===== src/rtl/pipeline_hazard_ctrl_if.sv =====
// pipeline_hazard_ctrl_if: ID/EX hazard inputs and front-end control outputs of pipeline_hazard_ctrl
interface pipeline_hazard_ctrl_if #(
   parameter int REG_W = 3,
   parameter int CNT_W = 16
);
   logic [REG_W-1:0] Rs_ID, Rt_ID, RW_Ex;
   logic UseRs_ID, UseRt_ID, MemRd_Ex, RegWrF_Ex, For_ID, Redirect_ID, Ext_Stall;
   logic PC_En, IFID_En, IFID_Flush, IDEX_Bubble;
   logic [CNT_W-1:0] Stall_Cnt, Flush_Cnt;
   modport master (
      output Rs_ID, Rt_ID, RW_Ex, UseRs_ID, UseRt_ID, MemRd_Ex, RegWrF_Ex, For_ID, Redirect_ID, Ext_Stall,
      input  PC_En, IFID_En, IFID_Flush, IDEX_Bubble, Stall_Cnt, Flush_Cnt
   );
   modport slave (
      input  Rs_ID, Rt_ID, RW_Ex, UseRs_ID, UseRt_ID, MemRd_Ex, RegWrF_Ex, For_ID, Redirect_ID, Ext_Stall,
      output PC_En, IFID_En, IFID_Flush, IDEX_Bubble, Stall_Cnt, Flush_Cnt
   );
endinterface


===== src/rtl/pipeline_hazard_ctrl.sv =====
// pipeline_hazard_ctrl: load-use/For stall, redirect flush, freeze; HAZARD_STATS_EN enables Stall_Cnt/Flush_Cnt
module pipeline_hazard_ctrl #(
   parameter int FOR_STALL_CYCLES = 1,
   parameter int REG_W            = 3,
   parameter int CNT_W            = 16,
   parameter bit R0_HARDWIRED     = 1
) (
   input logic CLK,
   input logic RST_n,
   pipeline_hazard_ctrl_if.slave hz
);
   typedef enum logic [1:0] {RUN, FOR_WAIT, FOR_GO} state_t;
   localparam logic [3:0] FOR_CNT = 4'(FOR_STALL_CYCLES - 1);
   state_t state_q, state_d;
   logic [3:0] cnt_q, cnt_d;
   logic [REG_W-1:0] rw;
   logic lu, stall, flush;
   assign rw = hz.RW_Ex;
   assign lu = hz.MemRd_Ex & hz.RegWrF_Ex
             & ((hz.UseRs_ID & (hz.Rs_ID == rw)) | (hz.UseRt_ID & (hz.Rt_ID == rw)))
             & ~(R0_HARDWIRED & (rw == '0));
   always_comb begin
      state_d = state_q;
      cnt_d   = cnt_q;
      stall   = 1'b0;
      flush   = 1'b0;
      if (hz.Ext_Stall) begin
         stall = 1'b1;
      end else begin
         case (state_q)
            RUN: begin
               stall = lu | hz.For_ID;
               flush = ~stall & hz.Redirect_ID;
               if (!lu && hz.For_ID) begin
                  state_d = (FOR_STALL_CYCLES == 1) ? FOR_GO : FOR_WAIT;
                  cnt_d   = FOR_CNT;
               end
            end
            FOR_WAIT: begin
               stall   = 1'b1;
               cnt_d   = cnt_q - 4'd1;
               state_d = (cnt_q <= 4'd1) ? FOR_GO : FOR_WAIT;
            end
            FOR_GO: begin
               stall   = lu;
               flush   = ~lu & hz.Redirect_ID;
               state_d = lu ? FOR_GO : RUN;
            end
            default: state_d = RUN;
         endcase
      end
   end
   // reset forces the NOP-injecting output pattern immediately, not at the next edge
   assign hz.PC_En       = RST_n & ~stall;
   assign hz.IFID_En     = RST_n & ~stall;
   assign hz.IFID_Flush  = ~RST_n | flush;
   assign hz.IDEX_Bubble = ~RST_n | stall;
   always_ff @(posedge CLK or negedge RST_n) begin
      if (!RST_n) begin
         state_q <= RUN;
         cnt_q   <= '0;
      end else begin
         state_q <= state_d;
         cnt_q   <= cnt_d;
      end
   end
`ifdef HAZARD_STATS_EN
   logic [CNT_W-1:0] stall_cnt_q, stall_cnt_d, flush_cnt_q, flush_cnt_d;
   always_comb begin
      stall_cnt_d = (!hz.PC_En && stall_cnt_q != '1) ? stall_cnt_q + CNT_W'(1) : stall_cnt_q;
      flush_cnt_d = (hz.IFID_Flush && flush_cnt_q != '1) ? flush_cnt_q + CNT_W'(1) : flush_cnt_q;
   end
   always_ff @(posedge CLK or negedge RST_n) begin
      if (!RST_n) begin
         stall_cnt_q <= '0;
         flush_cnt_q <= '0;
      end else begin
         stall_cnt_q <= stall_cnt_d;
         flush_cnt_q <= flush_cnt_d;
      end
   end
   assign hz.Stall_Cnt = stall_cnt_q;
   assign hz.Flush_Cnt = flush_cnt_q;
`else
   assign hz.Stall_Cnt = {CNT_W{1'b0}};
   assign hz.Flush_Cnt = {CNT_W{1'b0}};
`endif
endmodule


===== src/flat_wrapper.sv =====
// flat-port wrapper written by rule: the top's interface ports become plain ports
module pipeline_hazard_ctrl_flat 
#(
   parameter int FOR_STALL_CYCLES = 1,
   parameter int REG_W            = 3,
   parameter int CNT_W            = 16,
   parameter bit R0_HARDWIRED     = 1
)
  (CLK, RST_n, hz_Rs_ID, hz_Rt_ID, hz_RW_Ex, hz_UseRs_ID, hz_UseRt_ID, hz_MemRd_Ex, hz_RegWrF_Ex, hz_For_ID, hz_Redirect_ID, hz_Ext_Stall, hz_PC_En, hz_IFID_En, hz_IFID_Flush, hz_IDEX_Bubble, hz_Stall_Cnt, hz_Flush_Cnt);
  pipeline_hazard_ctrl_if #(.REG_W(REG_W), .CNT_W(CNT_W)) hz_i ();
  input logic CLK;
  input logic RST_n;
  input wire logic [$bits(hz_i.Rs_ID)-1:0] hz_Rs_ID;
  input wire logic [$bits(hz_i.Rt_ID)-1:0] hz_Rt_ID;
  input wire logic [$bits(hz_i.RW_Ex)-1:0] hz_RW_Ex;
  input wire logic [$bits(hz_i.UseRs_ID)-1:0] hz_UseRs_ID;
  input wire logic [$bits(hz_i.UseRt_ID)-1:0] hz_UseRt_ID;
  input wire logic [$bits(hz_i.MemRd_Ex)-1:0] hz_MemRd_Ex;
  input wire logic [$bits(hz_i.RegWrF_Ex)-1:0] hz_RegWrF_Ex;
  input wire logic [$bits(hz_i.For_ID)-1:0] hz_For_ID;
  input wire logic [$bits(hz_i.Redirect_ID)-1:0] hz_Redirect_ID;
  input wire logic [$bits(hz_i.Ext_Stall)-1:0] hz_Ext_Stall;
  output wire logic [$bits(hz_i.PC_En)-1:0] hz_PC_En;
  output wire logic [$bits(hz_i.IFID_En)-1:0] hz_IFID_En;
  output wire logic [$bits(hz_i.IFID_Flush)-1:0] hz_IFID_Flush;
  output wire logic [$bits(hz_i.IDEX_Bubble)-1:0] hz_IDEX_Bubble;
  output wire logic [$bits(hz_i.Stall_Cnt)-1:0] hz_Stall_Cnt;
  output wire logic [$bits(hz_i.Flush_Cnt)-1:0] hz_Flush_Cnt;
  assign hz_i.Rs_ID = hz_Rs_ID;
  assign hz_i.Rt_ID = hz_Rt_ID;
  assign hz_i.RW_Ex = hz_RW_Ex;
  assign hz_i.UseRs_ID = hz_UseRs_ID;
  assign hz_i.UseRt_ID = hz_UseRt_ID;
  assign hz_i.MemRd_Ex = hz_MemRd_Ex;
  assign hz_i.RegWrF_Ex = hz_RegWrF_Ex;
  assign hz_i.For_ID = hz_For_ID;
  assign hz_i.Redirect_ID = hz_Redirect_ID;
  assign hz_i.Ext_Stall = hz_Ext_Stall;
  assign hz_PC_En = hz_i.PC_En;
  assign hz_IFID_En = hz_i.IFID_En;
  assign hz_IFID_Flush = hz_i.IFID_Flush;
  assign hz_IDEX_Bubble = hz_i.IDEX_Bubble;
  assign hz_Stall_Cnt = hz_i.Stall_Cnt;
  assign hz_Flush_Cnt = hz_i.Flush_Cnt;
  pipeline_hazard_ctrl #(.FOR_STALL_CYCLES(FOR_STALL_CYCLES), .REG_W(REG_W), .CNT_W(CNT_W), .R0_HARDWIRED(R0_HARDWIRED)) u_core (.CLK(CLK), .RST_n(RST_n), .hz(hz_i));
endmodule

===== config.mk =====
export PLATFORM = sky130hd
export DESIGN_NAME = pipeline_hazard_ctrl_flat
export DESIGN_NICKNAME = d
export VERILOG_FILES = /design/src/rtl/pipeline_hazard_ctrl_if.sv /design/src/rtl/pipeline_hazard_ctrl.sv /design/src/flat_wrapper.sv
export SDC_FILE = /design/constraint.sdc
export NUM_CORES = 1
export LEC_CHECK = 0
export CORE_MARGIN = 2
export CORE_UTILIZATION = 30
export CTS_BUF_LIST = sky130_fd_sc_hd__clkbuf_16
export CTS_CLUSTER_DIAMETER = 150
export DETAILED_ROUTE_END_ITERATION = 10
export PLACE_DENSITY = 0.77
export SLEW_MARGIN = 10
export SYNTH_ARGS = -nofsm -noshare
export SYNTH_HDL_FRONTEND = slang
export SYNTH_SLANG_ARGS = --single-unit

===== constraint.sdc =====
create_clock -name CLK -period 3.6 [get_ports CLK]
set_input_delay 0.54 -clock CLK [delete_from_list [all_inputs] [get_ports CLK]]
set_output_delay 0.54 -clock CLK [all_outputs]
set_load 0.01 [all_outputs]

======== Word-level counts from Yosys, hierarchy flattened ========
Index checks and enable logic that the tools add are counted.
cells by class
  $add $sub $neg .......................... 1
  $lt $le $gt $ge ......................... 1
  equal/unequal tests ..................... 5
  multiplexer cells ....................... 10
  bitwise operators ....................... 18
  reduce and logical (&&, ||, !) cells .... 7
operator list
  kind                                                                               count
  1-bit AND                                                                          8
  4-bit one-hot mux with 2 select lines                                              1
  3-bit equality test                                                                2
  2-bit two-way mux                                                                  3
  1-bit inverter                                                                     6
  2-bit one-hot mux with 3 select lines                                              1
  4-bit by 1-bit less-or-equal comparator with 1-bit output (second input constant)  1
  4-bit two-way mux                                                                  1
  1-bit bitwise OR                                                                   4
  4-bit by 1-bit subtractor with 4-bit output (second input constant)                1
  3-bit zero test                                                                    1
  1-bit one-hot mux with 3 select lines                                              1
  3-bit AND reduction                                                                1
  2-bit by 1-bit equality test with 1-bit output (second input constant)             1
  2-bit equality test (second input constant)                                        1
  2-bit zero test                                                                    1
  1-bit two-way mux                                                                  2
  2-bit by 1-bit != test with 1-bit output (second input constant)                   1
  1-bit one-hot mux with 2 select lines                                              1
  2-bit AND reduction                                                                1
  2-bit nonzero test                                                                 1
  1-bit logical AND                                                                  1
  1-bit zero test                                                                    1
word-level totals
  bits in registers ....................... 6
  bits of input ports ..................... 18
  output and inout port bits .............. 36
  logic and storage cells ................. 44

======== Depth between registers and ports, before layout ========
  depth in word-level cells ............... 11
  gate-level depth with buffers ........... 7
  mapped depth without buffers ............ 7

======== Least setup slack after synthesis ========
Ideal clock, no wire load.
  kind .................................... input port to output port
  from .................................... input port hz_Rt_ID[0]
  to ...................................... output port hz_PC_En
  arrival ................................. 1426 ps
  data required time ...................... 3060 ps
  path slack .............................. 1634 ps
  cell stages on the path ................. 6
  path buffers ............................ 1
  cell sequence ........................... xnor2_1 nand4_1 a21oi_2 a21o_1 inv_1 buf_4
on the way
  longest elaborated chain between the ends .. 10
ends and longest elaborated chain
  item                                     RTL line                    RTL
  start, declared                          flat_wrapper.sv:14          input wire logic [$bits(hz_i.Rt_ID)-1:0] hz_Rt_ID;
  3-bit equality test *                    pipeline_hazard_ctrl.sv:20  & ((hz.UseRs_ID & (hz.Rs_ID == rw)) | (hz.UseRt_ID & (hz.Rt_ID == rw)))
  1-bit AND *                              pipeline_hazard_ctrl.sv:20
  1-bit bitwise OR *                       pipeline_hazard_ctrl.sv:20
  1-bit AND *                              pipeline_hazard_ctrl.sv:20
  1-bit AND *                              pipeline_hazard_ctrl.sv:21  & ~(R0_HARDWIRED & (rw == '0));
  1-bit bitwise OR                         pipeline_hazard_ctrl.sv:32  stall = lu | hz.For_ID;
  1-bit one-hot mux with 3 select lines *  pipeline_hazard_ctrl.sv:30  case (state_q)
  1-bit two-way mux *                      pipeline_hazard_ctrl.sv:27  if (hz.Ext_Stall) begin
  1-bit inverter *                         -
  1-bit AND *                              -
  end, declared                            flat_wrapper.sv:23          output wire logic [$bits(hz_i.PC_En)-1:0] hz_PC_En;
Mark *: on every way between the ends. The rest lies on a longest branch, timed or not.

======== Final worst setup path ========
  from .................................... input port hz_RW_Ex[1]
  to ...................................... output port hz_IDEX_Bubble
on the way
  longest elaborated chain between the ends .. 9
  elaborated cells on any way between the ends .. 13
  those cells by class .................... eq/ne (2); mux (2); bitwise (8); reduce/logical (1)
ends and longest elaborated chain
  item                                     RTL line                    RTL
  start, declared                          flat_wrapper.sv:15          input wire logic [$bits(hz_i.RW_Ex)-1:0] hz_RW_Ex;
  3-bit equality test                      pipeline_hazard_ctrl.sv:20
  1-bit AND                                pipeline_hazard_ctrl.sv:20
  1-bit bitwise OR                         pipeline_hazard_ctrl.sv:20
  1-bit AND                                pipeline_hazard_ctrl.sv:20
  1-bit AND *                              pipeline_hazard_ctrl.sv:21
  1-bit bitwise OR                         pipeline_hazard_ctrl.sv:32
  1-bit one-hot mux with 3 select lines *  pipeline_hazard_ctrl.sv:30
  1-bit two-way mux *                      pipeline_hazard_ctrl.sv:27
  1-bit bitwise OR *                       pipeline_hazard_ctrl.sv:57  assign hz.IDEX_Bubble = ~RST_n | stall;
  end, declared                            flat_wrapper.sv:26          output wire logic [$bits(hz_i.IDEX_Bubble)-1:0] hz_IDEX_Bubble;
Marks and branches as above.

==> qor_table.md <==
| Quantity | This run |
|:---|:---|
| Largest stage delay, worst path | 0.55 ns |
| Maximum capacitance violations | 0 |
| Largest cells by area after synthesis | buf_4 34%, dfrtp_1 20%, xnor2_1 7.1%, nor2_1 5.6%, ha_1 3.4% |
| Count of fill cells added during filler insertion | 232 |
| Syn-to-layout area delta | 24.5% |
| Wire length per cell after detailed routing | 10.1 um |
| Post-layout power | 0.458 mW |
| Deepest clock path buffer count | 2 |
| Remaining global-route overflow | 0 |
| Number of gates given a new drive strength after cts | 0 |
| Final setup slack of the worst path | 0.782 ns |
| Chip width | 53.5 um |
| Post-placement cell area | 841 um^2 |
| Number of buffers created by CTS | 3 |
| Synthesized area per cell | 7.58 um^2 |
| Final-layout setup total negative slack | 0 ns |
| CP Cell Sequence | clkdlybuf4s50_1 -> xnor2_1 -> nand4_1 -> a21oi_2 -> a21o_1 -> clkdlybuf4s50_1 |
| Initial Util | 32.3% |
| ANT nets after route | 0 |
| Count of vias placed by the detailed router | 601 |
| Worst ir drop on vdd | 181 uV |
| Register area share after synthesis | 20.4% |
| Leakage dissipation | 0.427 nW |
| Drt via density | 4.14 |
| Top-area cell type share of the netlist area | 33.7% |
| Arrival time worst endpoint | 2.28 ns |
| Critical path's slowest cell | clkdlybuf4s50_1 |
| Initial antenna violation count | 0 |
| Worst hold slack after final layout | 0.491 ns |
| Setup Fix Bufs, Post-CTS | 0 |
| Maximum fanout encountered on the critical timing path | 4 |
| Floorplan Core Area | 2280 um^2 |
| Floorplan die area | 2860 um^2 |
| Post-Route Skew | 0.000996 ns |
| Global-route wire length before repair | 2250 um |
| Warnings, synthesis | 0 |
| Skew-Pair Late Insertion Delay | 0.23 ns |
| Post-route design area | 916 um^2 |
| Clock H-tree levels | 1 |
| Number of DRC violations after detailed routing | 0 |
| Proportion of layout cells with a drive suffix above 1 | 4.27% |
| Highest achievable clock rate | 355 MHz |
| Cell accounting for the most synthesized area | buf_4 |
| Most numerous cell on the critical path | clkdlybuf4s50_1 |
| CP Data Required Time | 3.06 ns |
| Detail Placement HPWL | 1200 um |
| Final count of hold timing violations | 0 |
| Clk sinks | 6 |
| Worst reg2reg path endpoint | u_core.state_q[1] |
| Number of buffers added on ports | 21 |
| Pwr per Cell Area | 500 nW/um^2 |
| Worst reg-to-reg path cell count | 7 |
| Number of different library cells in the post-synthesis netlist | 27 |
| Setup slack on the worst flop-to-flop path | 2.20 ns |
| Nature of the critical path endpoint | primary output |
| Start-to-end type of the worst setup path | input port to primary output |
| Final number of max-transition violations | 0 |
| Count of hold buffers inserted by post-cts repair | 0 |
| Commonest non-fill, non-tap cell in the layout | conb_1 |
| Post-layout nets | 139 |
| Commonest cells after routing, fill and taps aside | 32 x conb_1, 21 x clkdlybuf4s50_1, 11 x nor2_1 |
| Worst r2r src | u_core.cnt_q[0] |
| Finish-stage setup viols | 0 |
| Global placer's final weighted congestion | 0.799 |
| Unrepaired setup endpoints after global routing | no |
| Total detailed-routing wirelength | 1460 um |
| Hold path startpoint | u_core.cnt_q[1] |
| Hold Path Stages | 2 |
| Vias in the first global route | 525 |
| Initial DRC count | 10 |
| Placement-stage worst setup slack | 0.739 ns |
| Root Buffer | clkbuf_16 |
| Count of pins on the block boundary | 54 |
| Final critical-path share of the clock period | 78.3% |
| Type of origin of the critical path | input port |
| TritonCTS clock tree | yes |
| Largest net degree at the start of global routing | 11 |
| Post-Syn Area | 736 um^2 |
| N_diodes | 0 |
| Result of the run | complete, no violations |
| Die Y-Extent | 53.5 um |
| Hold Crit Class | flop to flop |
| Post-Synthesis Cells | 97 |
| First drt pass iteration count | 4 |
| End of the worst hold path | u_core.cnt_q[1] |
| Min Clock Period, post-route | 2.82 ns |
| Total Routing Usage GR | 11.6% |
| Count of state elements after synthesis | 6 |
| Number of placement rows | 17 |
| Reg clk slew, reported paths | 0.03 ns |
cells in the mapped netlist (all sizes together):
cell type	n
buf	34
nor2	11
dfrtp	6
inv	6
xnor2	6
a21oi	5
o21ai	4
nand2	3
o31ai	3
ha	2
nand3	2
nand4	2
nor3	2
a21o	1
a22oi	1
and3	1
clkbuf	1
conb	1
mux2i	1
nor2b	1
o211ai	1
o221ai	1
o311ai	1
or2	1
per-stage QoR:
stage / cells / utilization, %
floorplan: 128 / -
global placement: 142 / 36.9
detailed placement: 142 / 36.9
CTS: 145 / 40.2
global route: 145 / 40.2
finish: 145 / 40.2
registers in the layout, indices dropped and copies added, names as in the netlist:
name and count:
u_core.cnt_q 4, u_core.state_q 2
how the worst max path moves through the flow:
| stage | from | end | cells past startpoint | slack (ns) |
|---|---|---|---|---|
| after floorplan | hz_Rt_ID[0] | hz_PC_En | 6 | 1.63 |
| after global placement | hz_RW_Ex[1] | hz_IDEX_Bubble | 6 | 0.80 |
| after detailed placement | hz_RW_Ex[1] | hz_IDEX_Bubble | 6 | 0.74 |
| after CTS | hz_RW_Ex[1] | hz_IDEX_Bubble | 6 | 0.74 |
| after global routing | RST_n | hz_IFID_En | 6 | 0.64 |
| final | hz_RW_Ex[1] | hz_IDEX_Bubble | 6 | 0.78 |
worst max-delay path, delay by kind of cell:
| kind | cells | cell delay [ns] |
|---|---|---|
| AOI/OAI and AO/OA | 2 | 0.39 |
| xor gates and xnor gates | 1 | 0.14 |
| buffers and inverters | 2 | 1.08 |
| and+or+nand+nor | 1 | 0.12 |
final cells by class:
| class | instances | area, um^2 | area share, % |
|---|---|---|---|
| repair buffers | 21 | 210 | 23.0 |
| clock buffers | 3 | 75.1 | 8.20 |
| flip-flops and latches | 6 | 150 | 16.4 |
| inverters | 6 | 22.5 | 2.46 |
| multi-input cells | 81 | 423 | 46.2 |
| well taps | 28 | 35.0 | 3.83 |
kinds of logic after synthesis:
kind of cell	count (synthesis)	synth area share [%]
adder cells (fa/ha/maj)	2	3.40
AO/OA/AOI/OAI	17	15.1
multiplexers	1	1.36
AND/OR/NAND/NOR	23	14.1
flip-flops	6	20.4
buffers and inverters	41	37.9
other	1	0.510
XOR/XNOR	6	7.14
report_power, final:
| part | switching [mW] | internal (mW) | leakage, nW |
|---|---|---|---|
| sequential | 0.0265 | 0.0926 | 0.0739 |
| clock | 0.0387 | 0.143 | 0.0370 |
| combinational | 0.0876 | 0.0699 | 0.316 |
metal layers:
metal	GRT usage, %	vias to the layer above	share of wire, %
met5	0	-	0
met4	7.69	0	1.6
met3	4.24	4	11
met2	20.2	39	53
met1	11.4	260	35
li1	-	298	-
Power figures use the tool's default switching activity.
